### src/rtl/zone_stat_engine.sv
// zone_stat_engine: per-zone max-channel statistics, gain scaling and duty streaming to the LED board.
// Build option ZONE_PEAK_EN adds per-zone peak capture selectable through mode.
`timescale 1ns/1ps
module zone_stat_engine #(
    parameter int ZONES_X   = 24,
    parameter int ZONES_Y   = 15,
    parameter int ZONE_W    = 46,
    parameter int PITCH     = 53,
    parameter int ORIGIN    = 4,
    parameter int PIX_W     = 8,
    parameter int ACC_W     = 19,
    parameter int AVG_SHIFT = 3,
    parameter int OUT_W     = 16
) (
    input  logic             sys_clk,
    input  logic             sys_rst,
    input  logic             new_frame,
    input  logic             pix_valid,
    input  logic [10:0]      row_cnt,
    input  logic [10:0]      column_cnt,
    input  logic [PIX_W-1:0] pix_max,
    input  logic [15:0]      gain,
    input  logic             mode,
    output logic             out_valid,
    input  logic             out_ready,
    output logic [8:0]       out_index,
    output logic [OUT_W-1:0] out_data,
    output logic             frame_done,
    output logic             err_overrun
);
    localparam int CW  = (ZONES_X > 1) ? $clog2(ZONES_X) : 1;
    localparam int RW  = $clog2(ZONES_Y + 1);
    localparam int AW1 = ACC_W + 1;
    localparam logic [CW-1:0]    LAST_COL = CW'(ZONES_X - 1);
    localparam logic [RW-1:0]    ROW_STOP = RW'(ZONES_Y);
    localparam logic [8:0]       LAST_IDX = 9'(ZONES_X * ZONES_Y - 1);
    localparam logic [ACC_W-1:0] ACC_MAX  = '1;
    localparam logic [15:0]      OUT_MAX  = 16'((32'd1 << OUT_W) - 32'd1);

    // state | meaning
    // IDLE  | no snapshot pending drain
    // CALC  | computing duty of drain_col
    // HOLD  | word presented, waiting for out_ready
    typedef enum logic [1:0] {IDLE, CALC, HOLD} state_t;

    state_t           state;
    logic [ACC_W-1:0] acc    [ZONES_X];
    logic [ACC_W-1:0] shadow [ZONES_X];
    logic [10:0]      col_start, row_start;
    logic [CW-1:0]    col_idx, drain_col;
    logic [RW-1:0]    zone_row, snap_row;
    logic             snap_pend;

    logic             pix_ok, col_last, in_win, zone_last;
    logic [11:0]      col_end, row_end;
    logic [ACC_W-1:0] mean_full;
    logic [15:0]      stat, peak_stat;
    logic             use_peak;
    logic [31:0]      prod;
    logic [15:0]      duty;

    assign pix_ok    = pix_valid && !new_frame;
    assign col_end   = {1'b0, col_start} + 12'(ZONE_W - 1);
    assign row_end   = {1'b0, row_start} + 12'(ZONE_W - 1);
    assign col_last  = pix_ok && ({1'b0, column_cnt} == col_end);
    assign in_win    = pix_ok && (zone_row != ROW_STOP)
                     && (row_cnt >= row_start) && ({1'b0, row_cnt} <= row_end)
                     && (column_cnt >= col_start) && ({1'b0, column_cnt} <= col_end);
    assign zone_last = in_win && (col_idx == LAST_COL)
                     && ({1'b0, row_cnt} == row_end) && ({1'b0, column_cnt} == col_end);

    function automatic logic [ACC_W-1:0] sat_add(input logic [ACC_W-1:0] a, input logic [PIX_W-1:0] p);
        logic [ACC_W:0] s;
        s = {1'b0, a} + AW1'(p);
        return s[ACC_W] ? ACC_MAX : s[ACC_W-1:0];
    endfunction

    always_ff @(posedge sys_clk or negedge sys_rst) begin
        if (!sys_rst) begin
            col_start <= 11'(ORIGIN);
            row_start <= 11'(ORIGIN);
            col_idx   <= '0;
            zone_row  <= '0;
            snap_row  <= '0;
            snap_pend <= 1'b0;
            for (int i = 0; i < ZONES_X; i++) begin
                acc[i]    <= '0;
                shadow[i] <= '0;
            end
        end else if (new_frame) begin
            col_start <= 11'(ORIGIN);
            row_start <= 11'(ORIGIN);
            col_idx   <= '0;
            zone_row  <= '0;
            snap_row  <= '0;
            snap_pend <= 1'b0;
            for (int i = 0; i < ZONES_X; i++) begin
                acc[i]    <= '0;
                shadow[i] <= '0;
            end
        end else begin
            snap_pend <= zone_last;
            if (col_last) begin
                if (col_idx == LAST_COL) begin
                    col_idx   <= '0;
                    col_start <= 11'(ORIGIN);
                end else begin
                    col_idx   <= col_idx + 1'b1;
                    col_start <= col_start + 11'(PITCH);
                end
            end
            if (zone_last) begin
                zone_row  <= zone_row + 1'b1;
                row_start <= row_start + 11'(PITCH);
            end
            // zone_row has already advanced when the snapshot lands
            if (snap_pend)
                snap_row <= zone_row - 1'b1;
            for (int i = 0; i < ZONES_X; i++) begin
                if (snap_pend) begin
                    shadow[i] <= acc[i];
                    acc[i]    <= (in_win && col_idx == CW'(i)) ? ACC_W'(pix_max) : '0;
                end else if (in_win && col_idx == CW'(i)) begin
                    acc[i] <= sat_add(acc[i], pix_max);
                end
            end
        end
    end

`ifdef ZONE_PEAK_EN
    logic [PIX_W-1:0] peak_acc [ZONES_X];
    logic [PIX_W-1:0] peak_sh  [ZONES_X];
    logic             mode_q;

    always_ff @(posedge sys_clk or negedge sys_rst) begin
        if (!sys_rst) begin
            mode_q <= 1'b0;
            for (int i = 0; i < ZONES_X; i++) begin
                peak_acc[i] <= '0;
                peak_sh[i]  <= '0;
            end
        end else if (new_frame) begin
            mode_q <= 1'b0;
            for (int i = 0; i < ZONES_X; i++) begin
                peak_acc[i] <= '0;
                peak_sh[i]  <= '0;
            end
        end else begin
            if (snap_pend)
                mode_q <= mode;
            for (int i = 0; i < ZONES_X; i++) begin
                if (snap_pend) begin
                    peak_sh[i]  <= peak_acc[i];
                    peak_acc[i] <= (in_win && col_idx == CW'(i)) ? pix_max : '0;
                end else if (in_win && col_idx == CW'(i) && pix_max > peak_acc[i]) begin
                    peak_acc[i] <= pix_max;
                end
            end
        end
    end

    assign peak_stat = 16'(peak_sh[drain_col]) << (16 - PIX_W);
    assign use_peak  = mode_q;
`else
    logic unused_mode;
    assign unused_mode = mode;
    assign peak_stat   = '0;
    assign use_peak    = 1'b0;
`endif

    always_comb begin
        mean_full = shadow[drain_col] >> AVG_SHIFT;
        stat      = (32'(mean_full) > 32'hFFFF) ? 16'hFFFF : 16'(mean_full);
        if (use_peak)
            stat = peak_stat;
        prod = stat * gain;
        duty = (prod[31:16] > OUT_MAX) ? OUT_MAX : prod[31:16];
    end

    logic unused_prod;
    assign unused_prod = ^prod[15:0];

    always_ff @(posedge sys_clk or negedge sys_rst) begin
        if (!sys_rst) begin
            state       <= IDLE;
            drain_col   <= '0;
            out_valid   <= 1'b0;
            out_index   <= '0;
            out_data    <= '0;
            frame_done  <= 1'b0;
            err_overrun <= 1'b0;
        end else if (new_frame) begin
            state       <= IDLE;
            drain_col   <= '0;
            out_valid   <= 1'b0;
            out_index   <= '0;
            out_data    <= '0;
            frame_done  <= 1'b0;
            err_overrun <= 1'b0;
        end else begin
            frame_done <= out_valid && out_ready && (out_index == LAST_IDX);
            if (snap_pend) begin
                // a fresh snapshot always wins; unsent words of the old row are lost
                if (state != IDLE)
                    err_overrun <= 1'b1;
                state     <= CALC;
                drain_col <= '0;
                out_valid <= 1'b0;
            end else begin
                case (state)
                    CALC: begin
                        out_data  <= OUT_W'(duty);
                        out_index <= 9'(snap_row * ZONES_X) + 9'(drain_col);
                        out_valid <= 1'b1;
                        state     <= HOLD;
                    end
                    HOLD: begin
                        if (out_ready) begin
                            out_valid <= 1'b0;
                            if (drain_col == LAST_COL) begin
                                state <= IDLE;
                            end else begin
                                drain_col <= drain_col + 1'b1;
                                state     <= CALC;
                            end
                        end
                    end
                    default: state <= IDLE;
                endcase
            end
        end
    end
endmodule

### config.mk
export PLATFORM = sky130hd
export DESIGN_NAME = zone_stat_engine
export DESIGN_NICKNAME = d
export VERILOG_FILES = /design/src/rtl/zone_stat_engine.sv
export SDC_FILE = /design/constraint.sdc
export NUM_CORES = 2
export LEC_CHECK = 0
export CORE_ASPECT_RATIO = 0.7
export CORE_MARGIN = 5
export CORE_UTILIZATION = 62
export CTS_CLUSTER_SIZE = 16
export DETAILED_ROUTE_END_ITERATION = 8
export PLACE_DENSITY = 0.79
export SYNTH_ARGS = -nofsm -noshare
export SYNTH_HDL_FRONTEND = slang
export SYNTH_SLANG_ARGS = --single-unit
### constraint.sdc
create_clock -name sys_clk -period 17.4 [get_ports sys_clk]
set_input_delay 3.48 -clock sys_clk [delete_from_list [all_inputs] [get_ports sys_clk]]
set_output_delay 3.48 -clock sys_clk [all_outputs]
set_load 0.1 [all_outputs]
Yosys cells after proc, flatten, opt, wreduce, memory -nomap -nowiden
Index checks and enable logic that the tools add are counted.
- logic and storage cells: 375
- output and inout port bits: 28
- input bits: 52
- bits in registers: 983
- multiplexer cells: 164
- $add $sub $neg: 33
- equal/unequal tests: 33
- magnitude comparators: 7
- $mul: 2
- bitwise operators: 1
- reductions and logical operators: 74
- operator list (kind ; number):
    two-way mux 19 bit ; 98
    two-way mux 456 bit ; 2
    adder 19 x 8 -> 20 bit ; 24
    two-way mux 8 bit ; 24
    binary-select mux 19 bit (select 5 bit) ; 1
    two-way mux 16 bit ; 5
    nonzero test 3 bit ; 26
    two-way mux 11 bit ; 5
    equality test 5 bit, second input constant ; 9
    equality test 5 x 4 -> 1 bit, second input constant ; 8
    two-way mux 5 bit ; 8
    logical AND 1 bit ; 35
    > comparator 16 bit, second input constant ; 2
    multiplier 16 x 16 -> 32 bit ; 1
    two-way mux 9 bit ; 3
    adder 11 x 6 -> 12 bit, second input constant ; 2
    equality test 11 x 12 -> 1 bit ; 2
    <= comparator 11 x 12 -> 1 bit ; 2
    adder 11 x 6 -> 11 bit, second input constant ; 2
    >= comparator 11 bit ; 2
    equality test 5 x 3 -> 1 bit, second input constant ; 4
    two-way mux 4 bit ; 4
    nonzero test 2 bit ; 6
    adder 5 x 1 -> 5 bit, second input constant ; 2
    other kinds (23) ; 37

Longest topological paths before layout
- word-level depth: 12
- gate-level depth with buffers: 33

Worst setup path before layout
OpenSTA, ideal clock, no wires.
- kind: input to register
- start: in gain[1]
- end: reg out_data[9]
- required time: 17277 ps
- slack: 8359 ps
- arrival: 8918 ps
- setup time: 123 ps
- stages on the path: 22
- cells stage by stage: clkbuf_1 nand2_1 fa_1 fa_1 fa_1 inv_1 fa_1 fa_1 inv_1 fa_1 inv_1 ha_1 o21a_1 nor2_1 o21ai_0 and4_1 a31oi_1 o21ai_0 o221ai_1 a211o_1 a21o_1 a32o_1
- cells in the longest elaborated chain, start to end: 6
- RTL lines (what ; RTL line ; RTL):
    from (decl) ; 22 ; input logic [15:0] gain,
    multiplier 16 x 16 -> 32 bit (*) ; 176 ; prod = stat * gain;
    > comparator 16 bit ; 177 ; duty = (prod[31:16] > OUT_MAX) ? OUT_MAX : prod[31:16];
    two-way mux 16 bit (*) ; 177 ;
    two-way mux 16 bit (*) ; 210 ; case (state)
    two-way mux 16 bit (*) ; 202 ; if (snap_pend) begin
    two-way mux 16 bit (*) ; 192 ; end else if (new_frame) begin
    to (signal assigned) ; 212 ; out_data <= OUT_W'(duty);
    to (decl) ; 27 ; output logic [OUT_W-1:0] out_data,
Mark *: on every way between the ends. The rest lies on a longest branch, timed or not. The select of a mux whose other input is x is not followed.
A chain may end at the register's enable or synchronous reset.

Final worst setup path
- start: in gain[8]
- end: reg out_data[9]
Same word-level chain as after synthesis.

==> out/metrics.cfg <==
[floorplan]
chipHeight_microns=274
ios=80
num_rows=96
start_util=0.628
fp.dieW_microns=387
die_area_sq_mm=0.106
core-area_sq_mm=0.0985

[drt]
drc=0
num_vias=51102
drt-pass1-iter-count=8
wire_per_inst_microns=23.1
via_per_inst=6.60
ant_nets=0
first_iter_violations=5686
routed_wl_microns=179000

[global_routing]
use_met3=0.0953
grt_start_max_net_pins=205
grt_usage=0.334
gr-total-overflow=0
use_met2=0.485
antenna_found_initial=12
use_met1=0.488
grt_pass1_wl_microns=282000
busiest_layer=met1
grt_pass1_vias=49655

[cells_and_area]
drive_gt1_frac=0.0700
fillers=7346
layout.cells.non_filler=7737
fin_nets=6960
syn_to_final_growth_pct=7.94

[power_and_ir_drop]
p_total_mw=4.46
p_per_area_mw_per_mm2=66.8
p_leak_nw=28.9
irDropWorstVdd_mv=0.0792

[setup_path]
startpoint_type=input pin
crit_buf_inv=6
end_kind=flip-flop
crit_family=adder cells
path_depth=23
crit_fanout=16
worstRegToRegCells=28
cp_cell_sequence=clkdlybuf4s50_1 > nand2b_1 > fa_1 > inv_1 > fa_1 > inv_1 > fa_1 > inv_1 > fa_1 > fa_1 > inv_1 > fa_1 > inv_1 > ha_1 > o21a_1 > nor2_1 > o21ai_0 > nand3_1 > o21ai_0 > o221ai_1 > a211o_1 > a21o_1 > a32o_1
worst-setup-path-type=in -> reg
critPathMostFrequentCell=fa_1
cp.required_ns=18.00
cp_slowest_cell=clkdlybuf4s50_1
worstPathArrival_ns=10.60
cpPeakStageDelay_ns=1.06
startpoint=gain[8]
regToRegStartpoint=drain_col[1]

[hold_path]
hp-start=out_data[10]
hp-class=reg -> reg
holdPathStages=2

[synth]
synth_ff_type=dfrtp_1
ys_async_sr_fraction=1.00
yosys_warnings=0
avgSynthCellArea_sq_um=9.61
synth_edf_count=0
ys_seq_elements=911
synth.top_cell.area_share=0.368
synth.distinct_cells=91
synth_area_sq_mm=0.0618
synth.area.top_cells=dfrtp_1, ha_1, mux2i_1, fa_1, a21oi_1
syn_inst=6430
syn-num-nets=7059
synth_top_area_cell=dfrtp_1
seq_area_frac_synth=0.369

[clock_tree]
numCtsBuffers=93
cts.sinks=911
ctsResizeCount=0
clk_path_buf_depth=3
post_cts_buffers=0
insertion_delay_ns=0.73
cts_hold_buf=0
path_clk_slew_ns=0.07
h-tree-depth=3
cts_tree=yes
cts-root-buf=clkbuf_16

[timing]
skew_ns=0.0563
drv_slew=0
slew_headroom=0.135
rsz0062_at_grt=false
setup_tns_ns=0
period_share=0.575
fin_crit_ns=10.0
worstMarginPinSlew_ns=1.29
fmax_ghz=0.100
setup_viol=0
hold_violations=0

[placed_design]
gp_congestion=0.952
dp_hpwl_microns=123000
io_buffers=78
dp_cells=7559

[flow_run]
cap_violations=0

[run_status]
status=complete, no violations

-- logic make-up after synthesis --
kind of cell / after synthesis / synth area share
muxes: 544 / 0.108
xor gates and xnor gates: 177 / 0.0251
adders and majority gates: 577 / 0.143
AOI/OAI and AO/OA: 1548 / 0.151
DFF: 911 / 0.369
buffers and inverters: 832 / 0.0532
and+or+nand+nor: 1841 / 0.150
-- state kept, by name, summed over array words and instances, names as in the netlist, 2 cells and up --
signal     cells
acc          456
col_idx        5
col_start     11
drain_col      5
out_data      16
out_index      9
row_start     11
shadow       384
snap_row       4
state          2
zone_row       4
-- per-layer routing --
layer / up-vias / routed length [microns] / share of wire
met5: - / 70 / 0.00039
met4: 10 / 6290 / 0.035
met3: 458 / 22400 / 0.12
met2: 2769 / 75500 / 0.42
met1: 25179 / 74800 / 0.42
li1: 22686 / - / -
-- synthesized netlist by cell type (10+ instances only) --
cell / number
nor4_1: 31
o21ai_0: 273
xnor2_1: 123
and4_1: 48
buf_2: 44
buf_4: 10
mux4_2: 100
o22ai_1: 181
nor2b_1: 80
a311oi_1: 62
o31ai_1: 18
a21o_1: 62
a41oi_1: 10
nor3_1: 136
a21oi_1: 623
ha_1: 358
a21boi_0: 36
o21a_1: 31
or2_2: 13
and3_1: 82
or3_1: 30
nand3_1: 143
a31oi_1: 60
xor2_1: 54
nand4_1: 56
nand2b_1: 65
fa_1: 219
inv_1: 468
o211ai_1: 21
clkbuf_1: 243
o21bai_1: 24
mux2i_1: 444
a211oi_1: 61
buf_6: 10
o211a_1: 20
nand3b_1: 12
nor2_1: 606
and2_1: 103
dfrtp_1: 909
nand2_1: 356
buf_1: 52
-- tightest hold or removal path: stages, from the launching register on --
cell,delay [ns]
dfrtp_1,0.34
nand2_1,0.04
o21ai_0,0.06
-- final timing paths --
| path | end | slack, ns |
|---|---|---|
| setup / recovery | out_data[9] | 7.40 |
| min in group asynchronous | row_start[8] | 2.76 |
| hold / removal | out_data[10] | 0.48 |
| max in group asynchronous | acc[281] | 11.43 |
| setup reg to reg | out_data[12] | 7.83 |
| hold reg to reg | out_data[10] | 0.48 |
-- stage by stage --
stage          hold WS, ns  setup WS [ns]  instance area, sq um   util
2_1_floorplan        0.445           8.36                 61800      -
3_3_place_gp         0.464           6.83                 63500  0.645
3_5_place_dp         0.471           6.77                 63500  0.645
4_1_cts              0.485           7.49                 66700  0.677
5_1_grt              0.507           7.19                 66700  0.677
6_report             0.481           7.40                 66700  0.677
-- cell type report --
cell class,count,area [sq um],area share
Multi-Input combinational cell,4687,35800,0.536
Sequential cell,911,22800,0.342
Clock buffer,133,2750,0.0412
Inverter,473,1780,0.0266
Tap cell,1323,1660,0.0248
Timing Repair Buffer,165,1490,0.0224
Clock inverter,41,474,0.00711
Antenna cell,4,10.0,0.000150
-- cell usage in the layout, fill, tap and decap left out, types with 80 or more instances in the layout --
cell	n
dfrtp_1	905
a21oi_1	621
nor2_1	605
inv_1	467
mux2i_1	444
ha_1	358
nand2_1	356
o21ai_0	265
fa_1	219
o22ai_1	181
nand3_1	143
nor3_1	136
xnor2_1	123
and2_1	103
mux4_2	100
clkbuf_16	94
and3_1	82
nor2b_1	80
buf_4	80
-- power by group --
part	total, mW	leakage, nW	internal, mW	switching [mW]
sequential	2.12	12.7	2.12	0.000117
clock	2.13	1.58	1.21	0.917
combinational	0.211	14.6	0.0513	0.160
total	4.46	28.9	3.38	1.08
(Power assumes the default switching activity.)
